File: config.mk
export PLATFORM = sky130hd
export DESIGN_NAME = wb_write_arbiter_flat
export DESIGN_NICKNAME = d
export VERILOG_FILES = /design/src/rtl/wb_write_arbiter_pkg.sv /design/src/rtl/wb_write_arbiter_if.sv /design/src/rtl/wb_write_arbiter_late_fifo.sv /design/src/rtl/wb_write_arbiter.sv /design/src/flat_wrapper.sv
export SDC_FILE = /design/constraint.sdc
export NUM_CORES = 1
export LEC_CHECK = 0
export BUFFER_PORTS_ARGS = -buffer_cell sky130_fd_sc_hd__buf_2
export CORE_MARGIN = 10
export CORE_UTILIZATION = 52
export CTS_CLUSTER_DIAMETER = 50
export DETAILED_ROUTE_END_ITERATION = 6
export MAX_ROUTING_LAYER = met4
export PLACE_DENSITY = 0.79
export SETUP_SLACK_MARGIN = 0.15
export SLEW_MARGIN = 20
export SYNTH_ARGS = -nofsm -noshare
export SYNTH_HDL_FRONTEND = slang
export SYNTH_SLANG_ARGS = --single-unit
File: constraint.sdc
create_clock -name clk -period 2.17 [get_ports clk]
set_clock_uncertainty 0.15 [all_clocks]
set_input_delay 0.1085 -clock clk [delete_from_list [all_inputs] [get_ports clk]]
set_output_delay 0.1085 -clock clk [all_outputs]
set_load 0.05 [all_outputs]
File: src/rtl/wb_write_arbiter_pkg.sv
// Shared types and constants for the register-file write arbiter.
package wb_arb_pkg;

  localparam int REG_W    = 3;
  localparam int DATA_W   = 16;
  localparam int NUM_REGS = 8;

  typedef enum logic {
    NORMAL = 1'b0,
    FORCE  = 1'b1
  } wb_arb_state_t;

  // "reg" is a keyword, so the destination field is named regIdx.
  typedef struct packed {
    logic [REG_W-1:0]  regIdx;
    logic [DATA_W-1:0] data;
  } late_entry_t;

  // One-hot decode of a register index, used to build the pending-write mask.
  function automatic logic [NUM_REGS-1:0] regOneHot(input logic [REG_W-1:0] r);
    logic [NUM_REGS-1:0] v;
    v    = '0;
    v[r] = 1'b1;
    return v;
  endfunction

endpackage

File: src/rtl/wb_write_arbiter_if.sv
// Bus bundle between writeback, the late-result source, decode and the register file.
interface wb_write_arbiter_if;
  import wb_arb_pkg::*;

  logic                pipe_we;
  logic [REG_W-1:0]    pipe_reg;
  logic [DATA_W-1:0]   pipe_data;
  logic                late_valid;
  logic                late_ready;
  logic [REG_W-1:0]    late_reg;
  logic [DATA_W-1:0]   late_data;
  logic                rf_we;
  logic [REG_W-1:0]    rf_reg;
  logic [DATA_W-1:0]   rf_data;
  logic                pipe_stall;
  logic [NUM_REGS-1:0] pend_mask;
  logic                empty;

  // Environment side: writeback, late source, decode and register file.
  modport master (
    output pipe_we, pipe_reg, pipe_data,
    output late_valid, late_reg, late_data,
    input  late_ready,
    input  rf_we, rf_reg, rf_data,
    input  pipe_stall, pend_mask, empty
  );

  // Arbiter side.
  modport slave (
    input  pipe_we, pipe_reg, pipe_data,
    input  late_valid, late_reg, late_data,
    output late_ready,
    output rf_we, rf_reg, rf_data,
    output pipe_stall, pend_mask, empty
  );

endinterface

File: src/rtl/wb_write_arbiter_late_fifo.sv
// Late-result FIFO: in-order storage with a per-entry valid vector so the
// top level can publish which registers still have a write in flight.
module wb_late_fifo
  import wb_arb_pkg::*;
#(
  parameter int DEPTH = 2
) (
  input  logic                          clk,
  input  logic                          rst,
  input  logic                          push,
  input  logic                          pop,
  input  late_entry_t                   din,
  output late_entry_t                   dout,
  output logic [$clog2(DEPTH):0]        count,
  output logic                          empty,
  output logic                          full,
  output logic [DEPTH-1:0]              entryValid,
  output logic [DEPTH-1:0][REG_W-1:0]   entryReg
);

  localparam int PTR_W = $clog2(DEPTH);
  localparam int CNT_W = PTR_W + 1;
  typedef logic [CNT_W-1:0] cnt_t;
  localparam cnt_t DEPTH_CNT = cnt_t'(DEPTH);

  late_entry_t      mem [DEPTH];
  logic [PTR_W-1:0] wrPtr;
  logic [PTR_W-1:0] rdPtr;
  logic             doPush;
  logic             doPop;

  assign empty  = (count == '0);
  assign full   = (count == DEPTH_CNT);
  assign doPop  = pop && !empty;
  // A push into a full FIFO is fine when the head leaves on the same edge.
  assign doPush = push && (!full || doPop);
  assign dout   = mem[rdPtr];

  // Entry storage; data needs no reset because validity is tracked separately.
  always_ff @(posedge clk) begin
    if (doPush) begin
      mem[wrPtr] <= din;
    end
  end

  // Pointers, occupancy and per-entry valid bits.
  always_ff @(posedge clk) begin
    if (rst) begin
      wrPtr      <= '0;
      rdPtr      <= '0;
      count      <= '0;
      entryValid <= '0;
    end else begin
      if (doPop) begin
        rdPtr             <= rdPtr + PTR_W'(1);
        entryValid[rdPtr] <= 1'b0;
      end
      // Set after the clear so a full push+pop on the same slot stays valid.
      if (doPush) begin
        wrPtr             <= wrPtr + PTR_W'(1);
        entryValid[wrPtr] <= 1'b1;
      end
      case ({doPush, doPop})
        2'b10:   count <= count + cnt_t'(1);
        2'b01:   count <= count - cnt_t'(1);
        default: count <= count;
      endcase
    end
  end

  // Expose each slot's destination register for the pending-write mask.
  always_comb begin
    entryReg = '0;
    for (int i = 0; i < DEPTH; i++) begin
      entryReg[i] = mem[i].regIdx;
    end
  end

endmodule

File: src/rtl/wb_write_arbiter.sv
// Register-file write-port arbiter: pipeline writes win, late results queue
// in a FIFO, and a starvation counter forces one head grant when needed.
//
//   state  | meaning
//   NORMAL | pipe has priority; FIFO head granted only on idle pipe cycles
//   FORCE  | pipe stalled for one cycle; FIFO head granted unconditionally
module wb_write_arbiter
  import wb_arb_pkg::*;
#(
  parameter int DEPTH        = 2,
  parameter int STARVE_LIMIT = 4
) (
  input  logic               clk,
  input  logic               rst,
  wb_write_arbiter_if.slave  bus
);

  localparam int CNT_W  = $clog2(DEPTH) + 1;
  localparam int WAIT_W = $clog2(STARVE_LIMIT + 1);
  typedef logic [CNT_W-1:0]  cnt_t;
  typedef logic [WAIT_W-1:0] wait_t;
  localparam cnt_t  DEPTH_CNT = cnt_t'(DEPTH);
  localparam wait_t WAIT_MAX  = wait_t'(STARVE_LIMIT);

  wb_arb_state_t              state;
  wb_arb_state_t              stateNext;
  wait_t                      waitCnt;
  wait_t                      waitNext;
  logic                       pipeGrant;
  logic                       headGrant;
  logic                       push;
  late_entry_t                pushEntry;
  late_entry_t                headEntry;
  cnt_t                       fifoCount;
  logic                       fifoEmpty;
  logic                       fifoFull;
  logic [DEPTH-1:0]           entryValid;
  logic [DEPTH-1:0][REG_W-1:0] entryReg;
  logic [NUM_REGS-1:0]        pendMask;
  logic                       rfWe;
  logic [REG_W-1:0]           rfReg;
  logic [DATA_W-1:0]          rfData;

  assign pushEntry.regIdx = bus.late_reg;
  assign pushEntry.data   = bus.late_data;
  assign push             = bus.late_valid && !fifoFull;

  wb_late_fifo #(.DEPTH(DEPTH)) lateFifo (
    .clk        (clk),
    .rst        (rst),
    .push       (push),
    .pop        (headGrant),
    .din        (pushEntry),
    .dout       (headEntry),
    .count      (fifoCount),
    .empty      (fifoEmpty),
    .full       (fifoFull),
    .entryValid (entryValid),
    .entryReg   (entryReg)
  );

  // State and starvation counter registers.
  always_ff @(posedge clk) begin
    if (rst) begin
      state   <= NORMAL;
      waitCnt <= '0;
    end else begin
      state   <= stateNext;
      waitCnt <= waitNext;
    end
  end

  // Grant selection, starvation count update and next-state decode.
  always_comb begin
    stateNext = state;
    waitNext  = waitCnt;
    pipeGrant = 1'b0;
    headGrant = 1'b0;

    case (state)
      NORMAL: begin
        pipeGrant = bus.pipe_we;
        headGrant = !bus.pipe_we && !fifoEmpty;
      end
      FORCE: begin
        headGrant = !fifoEmpty;
      end
    endcase

    if (fifoEmpty || headGrant) begin
      waitNext = '0;
    end else if (waitCnt != WAIT_MAX) begin
      waitNext = waitCnt + wait_t'(1);
    end

    case (state)
      NORMAL: if (waitNext == WAIT_MAX) stateNext = FORCE;
      FORCE:  stateNext = NORMAL;
    endcase
  end

  // Registered write port; address and data hold when nothing is granted.
  always_ff @(posedge clk) begin
    if (rst) begin
      rfWe   <= 1'b0;
      rfReg  <= '0;
      rfData <= '0;
    end else begin
      rfWe <= pipeGrant || headGrant;
      if (pipeGrant) begin
        rfReg  <= bus.pipe_reg;
        rfData <= bus.pipe_data;
      end else if (headGrant) begin
        rfReg  <= headEntry.regIdx;
        rfData <= headEntry.data;
      end
    end
  end

  // Pending-write mask from the registered FIFO contents.
  always_comb begin
    pendMask = '0;
    for (int i = 0; i < DEPTH; i++) begin
      if (entryValid[i]) pendMask = pendMask | regOneHot(entryReg[i]);
    end
  end

  assign bus.late_ready = (fifoCount < DEPTH_CNT);
  assign bus.empty      = fifoEmpty;
  assign bus.pend_mask  = pendMask;
  assign bus.pipe_stall = (state == FORCE);
  assign bus.rf_we      = rfWe;
  assign bus.rf_reg     = rfReg;
  assign bus.rf_data    = rfData;

endmodule
File: src/flat_wrapper.sv
// flat-port wrapper written by rule: the top's interface ports become plain ports
module wb_write_arbiter_flat import wb_arb_pkg::*;
#(
  parameter int DEPTH        = 2,
  parameter int STARVE_LIMIT = 4
)
  (clk, rst, bus_pipe_we, bus_pipe_reg, bus_pipe_data, bus_late_valid, bus_late_reg, bus_late_data, bus_late_ready, bus_rf_we, bus_rf_reg, bus_rf_data, bus_pipe_stall, bus_pend_mask, bus_empty);
  wb_write_arbiter_if bus_i ();
  input  logic clk;
  input  logic rst;
  input wire logic [$bits(bus_i.pipe_we)-1:0] bus_pipe_we;
  input wire logic [$bits(bus_i.pipe_reg)-1:0] bus_pipe_reg;
  input wire logic [$bits(bus_i.pipe_data)-1:0] bus_pipe_data;
  input wire logic [$bits(bus_i.late_valid)-1:0] bus_late_valid;
  input wire logic [$bits(bus_i.late_reg)-1:0] bus_late_reg;
  input wire logic [$bits(bus_i.late_data)-1:0] bus_late_data;
  output wire logic [$bits(bus_i.late_ready)-1:0] bus_late_ready;
  output wire logic [$bits(bus_i.rf_we)-1:0] bus_rf_we;
  output wire logic [$bits(bus_i.rf_reg)-1:0] bus_rf_reg;
  output wire logic [$bits(bus_i.rf_data)-1:0] bus_rf_data;
  output wire logic [$bits(bus_i.pipe_stall)-1:0] bus_pipe_stall;
  output wire logic [$bits(bus_i.pend_mask)-1:0] bus_pend_mask;
  output wire logic [$bits(bus_i.empty)-1:0] bus_empty;
  assign bus_i.pipe_we = bus_pipe_we;
  assign bus_i.pipe_reg = bus_pipe_reg;
  assign bus_i.pipe_data = bus_pipe_data;
  assign bus_i.late_valid = bus_late_valid;
  assign bus_i.late_reg = bus_late_reg;
  assign bus_i.late_data = bus_late_data;
  assign bus_late_ready = bus_i.late_ready;
  assign bus_rf_we = bus_i.rf_we;
  assign bus_rf_reg = bus_i.rf_reg;
  assign bus_rf_data = bus_i.rf_data;
  assign bus_pipe_stall = bus_i.pipe_stall;
  assign bus_pend_mask = bus_i.pend_mask;
  assign bus_empty = bus_i.empty;
  wb_write_arbiter #(.DEPTH(DEPTH), .STARVE_LIMIT(STARVE_LIMIT)) u_core (.clk(clk), .rst(rst), .bus(bus_i));
endmodule
Yosys cells after proc, flatten, opt, wreduce, memory -nomap -nowiden
Memories as Yosys holds them, arrays and structs flattened. A register that Yosys moved wholly into a read port is not among the register bits.
Index checks and enable logic that the tools add are counted.
Widths: inputs -> output; s select.
{ "totals": {"ff_bits": 30, "ram_bits": 38, "inputBits": 42, "out_inout_bits": 31, "elab_cells": 79, "memories": 1} }
{ "op_classes": {"addsub": 5, "magnitude_cmp": 9, "eq_ne": 5, "mux": 28, "n_bitwise": 5, "reduce_logical": 17} }
{ "memory_table": {"columns": ["memory", "words", "word_bits", "rd", "rd_ports_with_merged_regs", "wr", "line_no", "source"], "rows": [
  ["u_core.lateFifo.mem", 2, 19, 3, 1, 1, "wb_write_arbiter_late_fifo.sv:26", "late_entry_t mem [DEPTH];"]
]} }
{ "op_table": {"columns": ["operator", "count"], "rows": [
  ["$mux 16", 2],
  ["$mux 8", 2],
  ["$mux 3", 4],
  ["$mux 1", 10],
  ["$logic_and 1x1->1", 8],
  ["$lt 3x4->1 const B", 2],
  ["$or 8x8->8", 1],
  ["$demux 1 s3", 2],
  ["$ge 3x1->1 const B", 2],
  ["$mux 2", 3],
  ["$eq 2x2->1 const B", 2],
  ["$lt 1x2->1 const B", 2],
  ["$pmux 1 s2", 2],
  ["$pmux 2 s2", 1],
  ["$reduce_bool 2->1", 2],
  ["$add 3x1->3 const B", 1],
  ["$eq 3x3->1 const B", 1],
  ["$logic_not 1->1", 3],
  ["$logic_or 1x1->1", 3],
  ["$ne 3x3->1 const B", 1],
  ["$add 1x1->1 const B", 2],
  ["$add 2x1->2 const B", 1],
  ["$and 2x2->2", 1],
  ["$demux 1 s1", 2],
  ["8 further kinds", 9]
]} }

Longest topological paths before layout
{ "logic_depth": {"depth_word": 10, "depth_mapped": 8, "depth_no_buf": 7} }

Modules after synthesis
A second synthesis with hierarchy kept.
{ "hier_totals": {"cells_unflattened": 231, "hier_area_um2": 3006.6} }
{ "by_module_without_submodules": {"columns": ["module", "instances", "cells_per_inst", "area_each_um2", "seq_area_each_um2"], "rows": [
  ["wb_late_fifo", 1, 99, 1731.7, 1281.2],
  ["wb_write_arbiter", 1, 132, 1275.0, 480.5]
]} }

Worst setup path after synthesis
Ideal clock, no wire load.
{ "synth_timing": {"kind": "flip-flop to output port", "from": "mem u_core.lateFifo.mem[1][17] in the netlist's numbering", "to": "out bus_pend_mask[0]", "arrival_time_ns": 1.758, "required_ns": 1.911, "slack_ns": 0.154, "path_stages_with_launch": 3, "path_buffers": 0, "cell_sequence": "edfxtp_1 -> nand2b_1 -> o31ai_1"} }
{ "synth_lines": {"columns": ["item", "line_no", "source"], "rows": [
  ["start, declared", "wb_write_arbiter_late_fifo.sv:26", null],
  ["end, declared", "flat_wrapper.sv:22", "output wire logic [$bits(bus_i.pend_mask)-1:0] bus_pend_mask;"]
]} }

==> impl_metrics.py <==
metrics = {
    "grt": {
        "grt_first_pass_wirelength_um": 11690,
        "grt_max_degree": 23,
        "grt_antenna_before_repair": 0,
        "grt_overflow": 0,
        "track_usage_pct": 17.68,
        "grt_pass1_vias": 2409,
    },
    "clock_tree": {
        "cts.sinks": 69,
        "clk_pin_slew_ns": 0.06,
        "h-tree-depth": 3,
        "cts_tree": "yes",
        "cts_made_buffers": 9,
        "clock_path_buffers": 2,
        "clock_latency_ns": 0.34,
        "clock-root-buffer": "clkbuf_8",
    },
    "route": {
        "wire_per_inst_um": 16.95,
        "top_layer": "met4",
        "m1WireLength_um": 2961,
        "drt-pass1-iter-count": 4,
        "ant_nets": 0,
        "drt_iter0_markers": 148,
        "met3_length_um": 460,
        "routed_wl_um": 7186,
        "drc": 0,
        "vias_per_cell": 5.384,
        "num_vias": 2283,
        "dr_wl_met2_um": 3656,
    },
    "critical_path": {
        "crit_path_start_kind": "flop",
        "cpPeakStageDelay_ns": 0.39,
        "endpoint_kind": "primary output",
        "r2r_setup_slack_ns": 0.36,
        "cp_max_fo": 4,
        "crit_chain": "nand2b_1 -> or3_1 -> o31ai_1 -> clkbuf_4",
        "slowest_stage": "edfxtp_1",
        "worst_ep_required_time_ns": 1.91,
        "crit_type": "reg -> out",
        "cp_data_arrival_time_ns": 1.62,
    },
    "placement": {
        "dp_hpwl_um": 4636,
        "place_congestion": 0.8585,
        "pre_cts_slack_ns": 0.3755,
        "place_inst": 367,
        "io_buffers": 72,
    },
    "synthesis": {
        "synth_area_um2": 2786,
        "ys_warn_count": 0,
        "synth-simple-area-share_pct": 10.33,
        "avgSynthCellArea_um2": 12.33,
        "synth_seq_cells": 69,
        "synth_mux_area_share_pct": 6.825,
        "ys_types": 33,
        "synthCells": 226,
        "ys_seq_area_share_pct": 63.22,
        "synth_edf_count": 38,
        "synth_xor_area_share_pct": 0.6286,
        "synth_compound_gate_area_share_pct": 14.32,
        "ys_top_cells_by_area": "edfxtp_1, dfxtp_1, mux2i_1, a22o_1, a21oi_1",
        "async_flop_share_pct": 0,
        "synthAdderAreaFrac_pct": 1.347,
        "ys.flop_type": "edfxtp_1",
        "yosysTopAreaCell": "edfxtp_1",
        "synth_top_area_share_pct": 40.95,
        "synth.net_count": 271,
        "synth_top_family_by_area": "compound AO/OA/AOI/OAI gates",
    },
    "floorplan": {
        "initial_utilization_pct": 54.21,
        "io_pins": 73,
        "die_y_um": 93.20,
        "rows": 26,
        "die_w_um": 93.20,
        "coreArea_um2": 5140,
        "die-area_um2": 8686,
    },
    "finish": {
        "final_common_cell": "buf_2",
        "final_nets": 394,
        "multiInputGateArea_um2": 937.1,
        "largest_reg_flops": 38,
        "n_fill_cell": 367,
        "regArea_um2": 1762,
        "drive_gt1_share_pct": 28.25,
        "final_cell_mix": "buf_2, dlygate4sd3_1, edfxtp_1",
        "num_antenna_cells": 0,
        "regMostFlops": "u_core.lateFifo.mem",
        "syn_to_final_growth_pct": 37.72,
        "final_cells": 424,
    },
    "sta": {
        "worst_slew_pin_slew_ns": 0.8525,
        "maxSlewHeadroom_pct": 43.10,
        "rsz0062_at_grt": "no",
        "period_share_pct": 86.35,
        "timing.final.ws_setup_ns": 0.2963,
        "finalHoldWorstSlack_ns": 0.06612,
        "finalSetupViolCount": 0,
        "period_needed_ns": 1.874,
        "fin_tns_setup_ns": 0,
        "report.final.slew_viol_count": 0,
        "fmax_ghz": 0.5337,
        "timing.final.hold_violations": 0,
    },
    "pwr": {
        "p_per_area_nw_per_um2": 1155,
        "peakVddDrop_uv": 825.2,
        "p_leak_nw": 1.561,
    },
    "flow_run": {
        "drv_cap": 0,
    },
    "worst_hold_path": {
        "min_path_type": "in -> reg",
    },
    "run_status": {
        "status": "finished, final reports clean",
    },
}
-- synth_stat cells (3+ instances only) --
cell	instances
a21oi_1	25
a22o_1	19
buf_2	5
buf_4	4
clkbuf_1	4
dfxtp_1	31
edfxtp_1	38
ha_1	3
inv_1	4
mux2i_1	19
nand2_1	7
nand2b_1	7
nand3_1	3
nor2_1	7
nor3_1	20
o22ai_1	5
or3_1	3
-- logic make-up after synthesis --
logic type,after synthesis
AOI/OAI and AO/OA,59
xor gates and xnor gates,2
adders and majority gates,3
buffers and inverters,19
DFF,69
muxes,19
and+or+nand+nor,55
-- stage by stage --
stage	total power [mW]	instance area (µm²)	utilization [%]
2_1_floorplan	3.075	2786	-
3_3_place_gp	3.481	3272	63.66
3_5_place_dp	3.518	3272	63.66
4_1_cts	4.423	3835	74.61
5_1_grt	4.681	3837	74.66
6_report	4.434	3837	74.66
-- worst paths after layout --
kind	start	endpoint	cells after the start
worst max register to register	u_core.lateFifo.count[1]	u_core.lateFifo.count[1]	6
worst min register to register	u_core.lateFifo.rdPtr	u_core.lateFifo.entryValid[1]	1
worst min-delay path	bus_pipe_we	u_core.bus.rf_we	4
worst max-delay path	u_core.lateFifo.mem[0][16]	bus_pend_mask[0]	4
-- critical path, delay by kind of cell (launching register included) --
kind / cells / cell delay, ns
AND/OR/NAND/NOR: 2 / 0.54
AO/OA/AOI/OAI: 1 / 0.07
flip-flops: 1 / 0.39
buffers and inverters: 1 / 0.27
-- what timing repair did --
item / CTS / global route
gates resized for setup: 0 / 1
hold buffers: 41 / 0
endpoints found under the setup margin: 0 / 1
buffers inserted: 0 / 0
endpoints found under the hold margin: 65 / 0
-- routing by layer --
layer | vias up | global-route usage (%)
met1 | 1074 | 19.37
met2 | 93 | 28.62
met5 | - | -
met4 | 0 | 9.640
li1 | 1102 | -
met3 | 14 | 4.956
-- power by group --
group | leakage [nW] | internal, mW | switching, mW
clock network | 0.0788 | 0.409 | 0.453
registers | 0.612 | 1.63 | 0.117
logic | 0.871 | 0.633 | 1.19
-- layout make-up --
type                    instances  area share [%]
flip-flops and latches         69           45.91
multi-input cells             138           24.42
repair buffers                125           22.82
clock buffers                  13           3.619
well taps                      70           2.282
inverters                       6          0.5869
clock inverters                 3          0.3587
No activity file was read; power rests on OpenSTA's default activity.
